===== src/rtl/tc0_pkg.sv =====
// Shared encodings for the Timer/Counter0 counting core: clock-select codes,
// flag bit positions and the Normal-mode TOP value.
package tc0_pkg;

  typedef enum logic [2:0] {
    CS_STOP     = 3'd0,
    CS_DIV1     = 3'd1,
    CS_DIV8     = 3'd2,
    CS_DIV64    = 3'd3,
    CS_DIV256   = 3'd4,
    CS_DIV1024  = 3'd5,
    CS_EXT_FALL = 3'd6,
    CS_EXT_RISE = 3'd7
  } cs_e;

  localparam int FLG_TOV  = 0;
  localparam int FLG_OCFA = 1;
  localparam int FLG_OCFB = 2;

  localparam logic [7:0] TOP_MAX = 8'hFF;

endpackage


===== src/rtl/tc0_clk_sel.sv =====
// Count-enable selection for TC0: picks a prescaler strobe or a synchronised
// edge of the external T0 pin according to cs.
module tc0_clk_sel
  import tc0_pkg::*;
#(
  parameter int SYNC_STAGES = 2
) (
  input  logic       clk,
  input  logic       reset,
  input  logic       clk8en,
  input  logic       clk64en,
  input  logic       clk256en,
  input  logic       clk1024en,
  input  logic [2:0] cs,
  input  logic       t0_pin,
  output logic       tick
);

  logic [SYNC_STAGES-1:0] sync_q;
  logic                   s_prev;
  logic                   s_sync;
  logic                   rise;
  logic                   fall;

  // The synchroniser runs regardless of cs so a later switch to an external
  // source sees a settled pin rather than a spurious edge.
  always_ff @(posedge clk) begin
    if (reset) begin
      sync_q <= '0;
      s_prev <= 1'b0;
    end else begin
      sync_q <= {sync_q[SYNC_STAGES-2:0], t0_pin};
      s_prev <= s_sync;
    end
  end

  assign s_sync = sync_q[SYNC_STAGES-1];
  assign rise   = ~s_prev & s_sync;
  assign fall   = s_prev & ~s_sync;

  always_comb begin
    tick = 1'b0;
    case (cs_e'(cs))
      CS_STOP:     tick = 1'b0;
      CS_DIV1:     tick = 1'b1;
      CS_DIV8:     tick = clk8en;
      CS_DIV64:    tick = clk64en;
      CS_DIV256:   tick = clk256en;
      CS_DIV1024:  tick = clk1024en;
      CS_EXT_FALL: tick = fall;
      CS_EXT_RISE: tick = rise;
      default:     tick = 1'b0;
    endcase
  end

endmodule


===== src/rtl/tc0_count_unit.sv =====
// Timer/Counter0 counting core: TCNT0 in Normal or CTC mode with sticky
// TOV0/OCF0A/OCF0B flags, fed by the count enable from tc0_clk_sel.
module tc0_count_unit
  import tc0_pkg::*;
#(
  parameter int WIDTH       = 8,
  parameter int SYNC_STAGES = 2
) (
  input  logic             clk,
  input  logic             reset,
  input  logic             clk8en,
  input  logic             clk64en,
  input  logic             clk256en,
  input  logic             clk1024en,
  input  logic [2:0]       cs,
  input  logic             ctc,
  input  logic             t0_pin,
  input  logic [WIDTH-1:0] ocra,
  input  logic [WIDTH-1:0] ocrb,
  input  logic             tcnt_we,
  input  logic [WIDTH-1:0] tcnt_wdata,
  input  logic [2:0]       flag_clr,
  output logic [WIDTH-1:0] tcnt,
  output logic             tick,
  output logic             tov,
  output logic             ocfa,
  output logic             ocfb
);

  localparam logic [WIDTH-1:0] CNT_MAX = '1;

  logic [WIDTH-1:0] tcnt_next;
  logic             cmp_block;
  logic             count_ok;
  logic             set_tov;
  logic             set_ocfa;
  logic             set_ocfb;

  tc0_clk_sel #(
    .SYNC_STAGES(SYNC_STAGES)
  ) u_clk_sel (
    .clk       (clk),
    .reset     (reset),
    .clk8en    (clk8en),
    .clk64en   (clk64en),
    .clk256en  (clk256en),
    .clk1024en (clk1024en),
    .cs        (cs),
    .t0_pin    (t0_pin),
    .tick      (tick)
  );

  always_comb begin
    tcnt_next = tcnt;
    if (tcnt_we)
      tcnt_next = tcnt_wdata;
    else if (tick && ctc && (tcnt == ocra))
      tcnt_next = '0;
    else if (tick)
      tcnt_next = tcnt + WIDTH'(1);
  end

  // A CPU write blocks compare matches until the next genuine count, so
  // writing the compare value itself does not raise a flag.
  assign count_ok = tick & ~tcnt_we;
  assign set_ocfa = count_ok & ~cmp_block & (tcnt == ocra);
  assign set_ocfb = count_ok & ~cmp_block & (tcnt == ocrb);
  assign set_tov  = count_ok & (tcnt == CNT_MAX) & (tcnt_next == '0);

  always_ff @(posedge clk) begin
    if (reset) begin
      tcnt      <= '0;
      cmp_block <= 1'b0;
      tov       <= 1'b0;
      ocfa      <= 1'b0;
      ocfb      <= 1'b0;
    end else begin
      tcnt <= tcnt_next;
      if (tcnt_we)
        cmp_block <= 1'b1;
      else if (tick)
        cmp_block <= 1'b0;
      tov  <= set_tov  | (tov  & ~flag_clr[FLG_TOV]);
      ocfa <= set_ocfa | (ocfa & ~flag_clr[FLG_OCFA]);
      ocfb <= set_ocfb | (ocfb & ~flag_clr[FLG_OCFB]);
    end
  end

endmodule

===== config.mk =====
export PLATFORM = sky130hd
export DESIGN_NAME = tc0_count_unit
export DESIGN_NICKNAME = d
export VERILOG_FILES = /design/src/rtl/tc0_pkg.sv /design/src/rtl/tc0_clk_sel.sv /design/src/rtl/tc0_count_unit.sv
export SDC_FILE = /design/constraint.sdc
export NUM_CORES = 1
export LEC_CHECK = 0
export BUFFER_PORTS_ARGS = -buffer_cell sky130_fd_sc_hd__buf_2
export CAP_MARGIN = 20
export CORE_MARGIN = 3
export CORE_UTILIZATION = 43
export CTS_BUF_LIST = sky130_fd_sc_hd__clkbuf_4
export CTS_CLUSTER_DIAMETER = 150
export DETAILED_ROUTE_END_ITERATION = 16
export GPL_TIMING_DRIVEN = 1
export PLACE_DENSITY = 0.79
export SLEW_MARGIN = 20
export SYNTH_ARGS = -nofsm -noshare
export SYNTH_HDL_FRONTEND = slang
export SYNTH_SLANG_ARGS = --single-unit

===== constraint.sdc =====
create_clock -name clk -period 1.8 [get_ports clk]
set_clock_uncertainty 0.05 [all_clocks]
set_input_delay 0.36 -clock clk [delete_from_list [all_inputs] [get_ports clk]]
set_output_delay 0.36 -clock clk [all_outputs]
set_load 0.005 [all_outputs]

### Word-level counts from Yosys, hierarchy flattened

Index checks and enable logic that the tools add are counted.

| word-level totals | value |
|---|---|
| word-level logic and storage cells | 50 |
| bits in registers | 15 |
| input bits | 39 |

| cells by class | value |
|---|---|
| $add $sub $neg | 1 |
| muxes and demuxes | 6 |
| equal/unequal tests | 10 |
| reduce and logical (&&, ||, !) cells | 5 |
| bitwise gates (word level) | 21 |

Operator list:

| kind | number |
|---|---|
| 2-to-1 mux 8 bit | 3 |
| equality test 8 bit | 2 |
| equality test 3 bit, second input constant | 4 |
| AND 1 bit | 11 |
| adder 8 x 1 -> 8 bit, second input constant | 1 |
| equality test 8 bit, second input constant | 1 |
| zero test 8 bit | 1 |
| one-hot mux 1 bit (8 select lines) | 1 |
| NOT 1 bit | 7 |
| equality test 3 x 2 -> 1 bit, second input constant | 2 |
| equality test 3 x 1 -> 1 bit, second input constant | 1 |
| zero test 3 bit | 1 |
| bitwise OR 1 bit | 3 |
| logical AND 1 bit | 2 |
| 2-to-1 mux 1 bit | 2 |
| nonzero test 2 bit | 1 |

### Depth between registers and ports, before layout

| logic depth | value |
|---|---|
| word-level depth | 10 |
| mapped depth | 6 |

### By module

From an unflattened synthesis, not the netlist that was laid out.

| unflattened totals | value |
|---|---|
| cells, all modules | 134 |
| area total of the unflattened synthesis | 1064.8 sq um |

Modules (own cells, without submodules):

| module | times used | area an instance (sq um) | cells an instance | sequential area each (sq um) |
|---|---|---|---|---|
| tc0_count_unit | 1 | 910.9 | 119 | 240.2 |
| tc0_clk_sel | 1 | 153.9 | 15 | 60.1 |

### Worst setup path after synthesis

No wires, ideal clock.

| timing path | value |
|---|---|
| path kind | reg2reg |
| start | register tcnt[4] |
| end | register tcnt[2] |
| arrival time | 1.619 ns |
| clock period less this slack | 1.787 ns |
| path buffers | 1 |
| stages on the path, launching flop included | 7 |
| library setup time | 0.119 ns |
| setup slack | 0.013 ns |
| data required time | 1.631 ns |
| cells stage by stage | dfxtp_1 -> clkbuf_1 -> xor2_1 -> nor4_2 -> nand3_2 -> a21boi_0 -> o221a_1 |

| on the way | value |
|---|---|
| longest elaborated chain between the ends | 4 |

Ends and longest elaborated chain:

| element | line | source |
|---|---|---|
| start, declared | tc0_count_unit.sv:23 | `output logic [WIDTH-1:0] tcnt,` |
| start signal, assigned | tc0_count_unit.sv:78 | `tcnt <= tcnt_next;` |
| equality test 8 bit | tc0_count_unit.sv:57 | `else if (tick && ctc && (tcnt == ocra))` |
| logical AND 1 bit | tc0_count_unit.sv:57 |  |
| 2-to-1 mux 8 bit | tc0_count_unit.sv:57 |  |
| 2-to-1 mux 8 bit | tc0_count_unit.sv:55 | `if (tcnt_we)` |

No other way between the ends.
A chain may end at the register's enable or synchronous reset.

### Worst setup path in the final report

| timing path | value |
|---|---|
| start | register u_clk_sel.s_prev |
| end | register tcnt[7] |

| on the way | value |
|---|---|
| longest elaborated chain between the ends | 7 |

Ends and longest elaborated chain:

| element | line | source |
|---|---|---|
| start, declared | tc0_clk_sel.sv:20 | `logic s_prev;` |
| start signal, assigned | tc0_clk_sel.sv:33 | `s_prev <= s_sync;` |
| NOT 1 bit | tc0_clk_sel.sv:38 | `assign rise = ~s_prev & s_sync;` |
| AND 1 bit | tc0_clk_sel.sv:38 |  |
| one-hot mux 1 bit (8 select lines) * | tc0_clk_sel.sv:43 | `case (cs_e'(cs))` |
| logical AND 1 bit (2 in a row) | tc0_count_unit.sv:57 |  |
| 2-to-1 mux 8 bit * | tc0_count_unit.sv:57 |  |
| 2-to-1 mux 8 bit * | tc0_count_unit.sv:55 |  |

Every way passes the cells marked *; elsewhere a longest branch is shown, timed or not.

==> metrics.md <==
| Metric | Value |
|---|---|
| Number of max-cap violations | 0 |
| GRT Total Usage | 0.217 |
| Row count | 17 |
| Crit path max-delay cell type | or4_4 |
| Synth Warn # | 0 |
| Final net count | between 200 and 250 |
| Gr ovfl total | 0 |
| Hold Path End | u_clk_sel.sync_q[0]$_SDFF_PP0_ |
| Syn_nets | around 170 |
| Int Power | 573 uW |
| CP max stage delay | 0.55 ns |
| Global-route wire length before repair | 5.50 mm |
| Net Sw Frac | 0.329 |
| Drt initial violations | between 40 and 50 |
| Synth-to-layout area growth | 52.3% |
| Worst rel slew slack | 0.731 |
| Startpoint Class | flip-flop |
| CTS buffer count | 3 |
| Synthesized area per cell | 8.34 um^2 |
| Req. time, crit path | 1.95 ns |
| Max Slew Vio Count | 0 |
| WP buf/inv | 0 |
| Largest net degree at the start of global routing | 14 |
| Worst reg2reg path endpoint | tcnt[7]$_SDFF_PP0_ |
| Min-delay worst type | in2reg |
| Post-DP HPWL | approximately 2.5 mm |
| R2R setup slack | -0.14 ns |
| Depth of the worst hold-timing path | 2 |
| Clk_lat worst skew | slightly below 0.3 ns |
| Clock Power Share | 0.231 |
| Most frequent cell after synthesis | xor2_1 |
| # diodes | 0 |
| Fin. Hold Viols | 0 |
| Final cell count without fillers | 220 |
| WS Path Type | reg2reg |
| Final Wtd Congestion | approximately 0.87 |
| Register area | around 300 um^2 |
| Worst r2r src | u_clk_sel.s_prev$_SDFF_PP0_ |
| Sequential share of power | 0.442 |
| Vias | 1256 |
| Layout cell share with drive strength beyond 1 | 0.510 |
| Final WL | between 3 and 4 mm |
| DIE HEIGHT | about 55 um |
| Status | finished with violations |
| Net Sw Power | roughly 280 uW |
| Routed WL per cell | between 15 and 20 um |
| Die Width | between 50 and 60 um |
| Post-synth top flop | dfxtp_1 |
| Post-synth top cells | xor2_1, dfxtp_1, inv_1, nand2_1, nor2_1 |
| Crit Path Max Fanout | 6 |
| Cell Chain, Critical Path | or3b_4, a21oi_4, nor3_4, or4_4, a31oi_1 |
| Pre-CTS WS | -0.187 ns |
| Final setup viols | 5 |
| Core Area | approximately 0.0023 mm^2 |
| H-tree depth | 1 |
| Leakage | roughly 0.00074 uW |
| Reg2Reg Depth | 5 |
| Async SR Flop Fraction | 0 |
| Gate power share | 0.327 |
| Port Buffer Count | 50 |
| Number of library cell types mapped by synthesis | 41 |
| Vias/cell | 5.71 |
| Yosys top cell area share | 0.288 |
| RSZ-0062 raised after global routing | yes |
| Fmax | roughly 510 MHz |
| DR pass1 iterations | 4 |
| Io pins | just over 50 |
| Antenna violations before repair | 0 |
| Post-Syn Area | about 0.0010 mm^2 |
| Clock Root Buffer | clkbuf_4 |
| CTS max path bufs | 2 |
| Seq/Total Area, Yosys | 0.288 |
| TritonCTS clock tree | done |
| Synth Instances | 125 |
| Failing checks | setup timing |
| Final Cycle Share | 1.08 |
| Cts hold-fix bufs | 0 |
| Clock Sinks | 15 |
| Power Density | approximately 540 mW/mm^2 |
| Synth Register Bits | 15 |
| Die ar. | between 0.003 and 0.004 mm^2 |
| Peak VDD IR | 0.487 mV |
| Crit. End Element | flip-flop |
| Worst slew pin tran | 0.403 ns |
| Cell type with the largest total area after synthesis | dfxtp_1 |
| Post-synth EDFFs | 0 |
| Arrival @ worst endpoint | 2.09 ns |
| CP top delay family | simple AND/OR/NAND/NOR gates |
| Initial core utilization | 0.462 |
| Residual DRC | 0 |
| Hold_sp | t0_pin |
| Ranking of synthesized cells by area | dfxtp_1, xor2_1, a31oi_1 |
| Vias in the first global route | ~1200 |
| Placed insts | ~210 |
| Worst-path clk slew | 0.09 ns |
| Total power | between 800 and 900 uW |
| Final worst setup slack | -0.142 ns |
| Final min period | 1.94 ns |
| Fillers | approximately 170 |
| Multi-input gate area | between 700 and 800 um^2 |
| Detail Route Antenna Nets | 0 |
worst register-to-register path, stage by stage (launching register included):
cell and delay, ns:
dfxtp_2 0.34, or3b_4 0.38, a21oi_4 0.20, nor3_4 0.09, or4_4 0.56, a31oi_1 0.23
layer usage:
layer  wire length [um]  vias up  track usage
met2               1780       58        0.370
li1                   -      599            -
met3                292        6       0.0607
met4                 46        0       0.0694
met1               1360      593        0.263
met5                  0        -            0
cell families (layout without fill, tap and decap cells):
kind of cell	Yosys count	count (layout)	synth area share
xor gates and xnor gates	17	17	0.143
AOI/OAI and AO/OA	28	28	0.196
DFF	15	15	0.288
and+or+nand+nor	50	50	0.301
buffers and inverters	13	80	0.0504
adders and majority gates	1	1	0.0120
muxes	1	1	0.00960
placed cells by master, fill, tap and decap left out, types with 3 or more instances in the layout:
cell      netlist  layout
a21oi_1         4       3
a31oi_1         5       5
buf_2           3      49
buf_4           0      17
buf_6           0       4
clkbuf_4        0       3
dfxtp_1        15       9
dfxtp_2         0       6
inv_1           6       5
nand2_1         6       6
nand2b_1        5       5
nand3_1         5       4
nand4_1         3       3
nor2_1          6       6
nor2b_1         4       4
nor4_1          4       3
o311ai_1        2       3
xor2_1         17      17
power groups by stage:
stage	logic (uW)	clock network (uW)	registers, uW
finish	280	198	378
floorplan	119	0	376
detailed placement	231	0	382
global placement	221	0	381
global route	305	209	380
CTS	247	202	374
through the flow:
step / hold slack (ns) / util / setup TNS (ns) / area [um^2]
after floorplan: 0.364 / - / 0 / 1040
after global placement: 0.369 / 0.625 / -0.988 / 1410
after detailed placement: 0.382 / 0.625 / -1.64 / 1410
after CTS: 0.221 / 0.655 / -0.136 / 1480
after global routing: 0.227 / 0.704 / -0.834 / 1590
final: 0.223 / 0.704 / -0.452 / 1590
what timing repair did:
| action | in CTS | in global routing |
|---|---|---|
| gates resized for setup | 3 | 28 |
| setup endpoints to repair | 5 | 12 |
| buffers inserted | 4 | 2 |
| cloned | 0 | 0 |
| pin swaps | 3 | 13 |
how the worst max path moves through the flow:
| stage | startpoint | to | slack, ns | cells past startpoint |
|---|---|---|---|---|
| finish | u_clk_sel.s_prev$_SDFF_PP0_ | tcnt[7]$_SDFF_PP0_ | -0.14 | 5 |
| global route | u_clk_sel.sync_q[1]$_SDFF_PP0_ | tcnt[7]$_SDFF_PP0_ | -0.17 | 5 |
| CTS | u_clk_sel.s_prev$_SDFF_PP0_ | tick | -0.07 | 5 |
| detailed placement | cs[0] | tcnt[7]$_SDFF_PP0_ | -0.19 | 6 |
| global placement | cs[0] | tov$_SDFF_PP0_ | -0.11 | 7 |
| floorplan | tcnt[4]$_SDFF_PP0_ | tcnt[2]$_SDFF_PP0_ | 0.01 | 6 |
state kept, by name, summed over array words and instances, names as in the netlist:
name              cells
u_clk_sel.s_prev      1
tov                   1
tcnt                  8
ocfb                  1
cmp_block             1
ocfa                  1
u_clk_sel.sync_q      2
area by class of cell:
cell class              instances  share of cell area
clock buffers                   3              0.0142
clock inverters                 1             0.00315
inverters                       6              0.0142
multi-input cells              97               0.489
flip-flops and latches         15               0.194
well taps                      28              0.0221
repair buffers                 70               0.263
No activity file was read; power rests on OpenSTA's default activity.
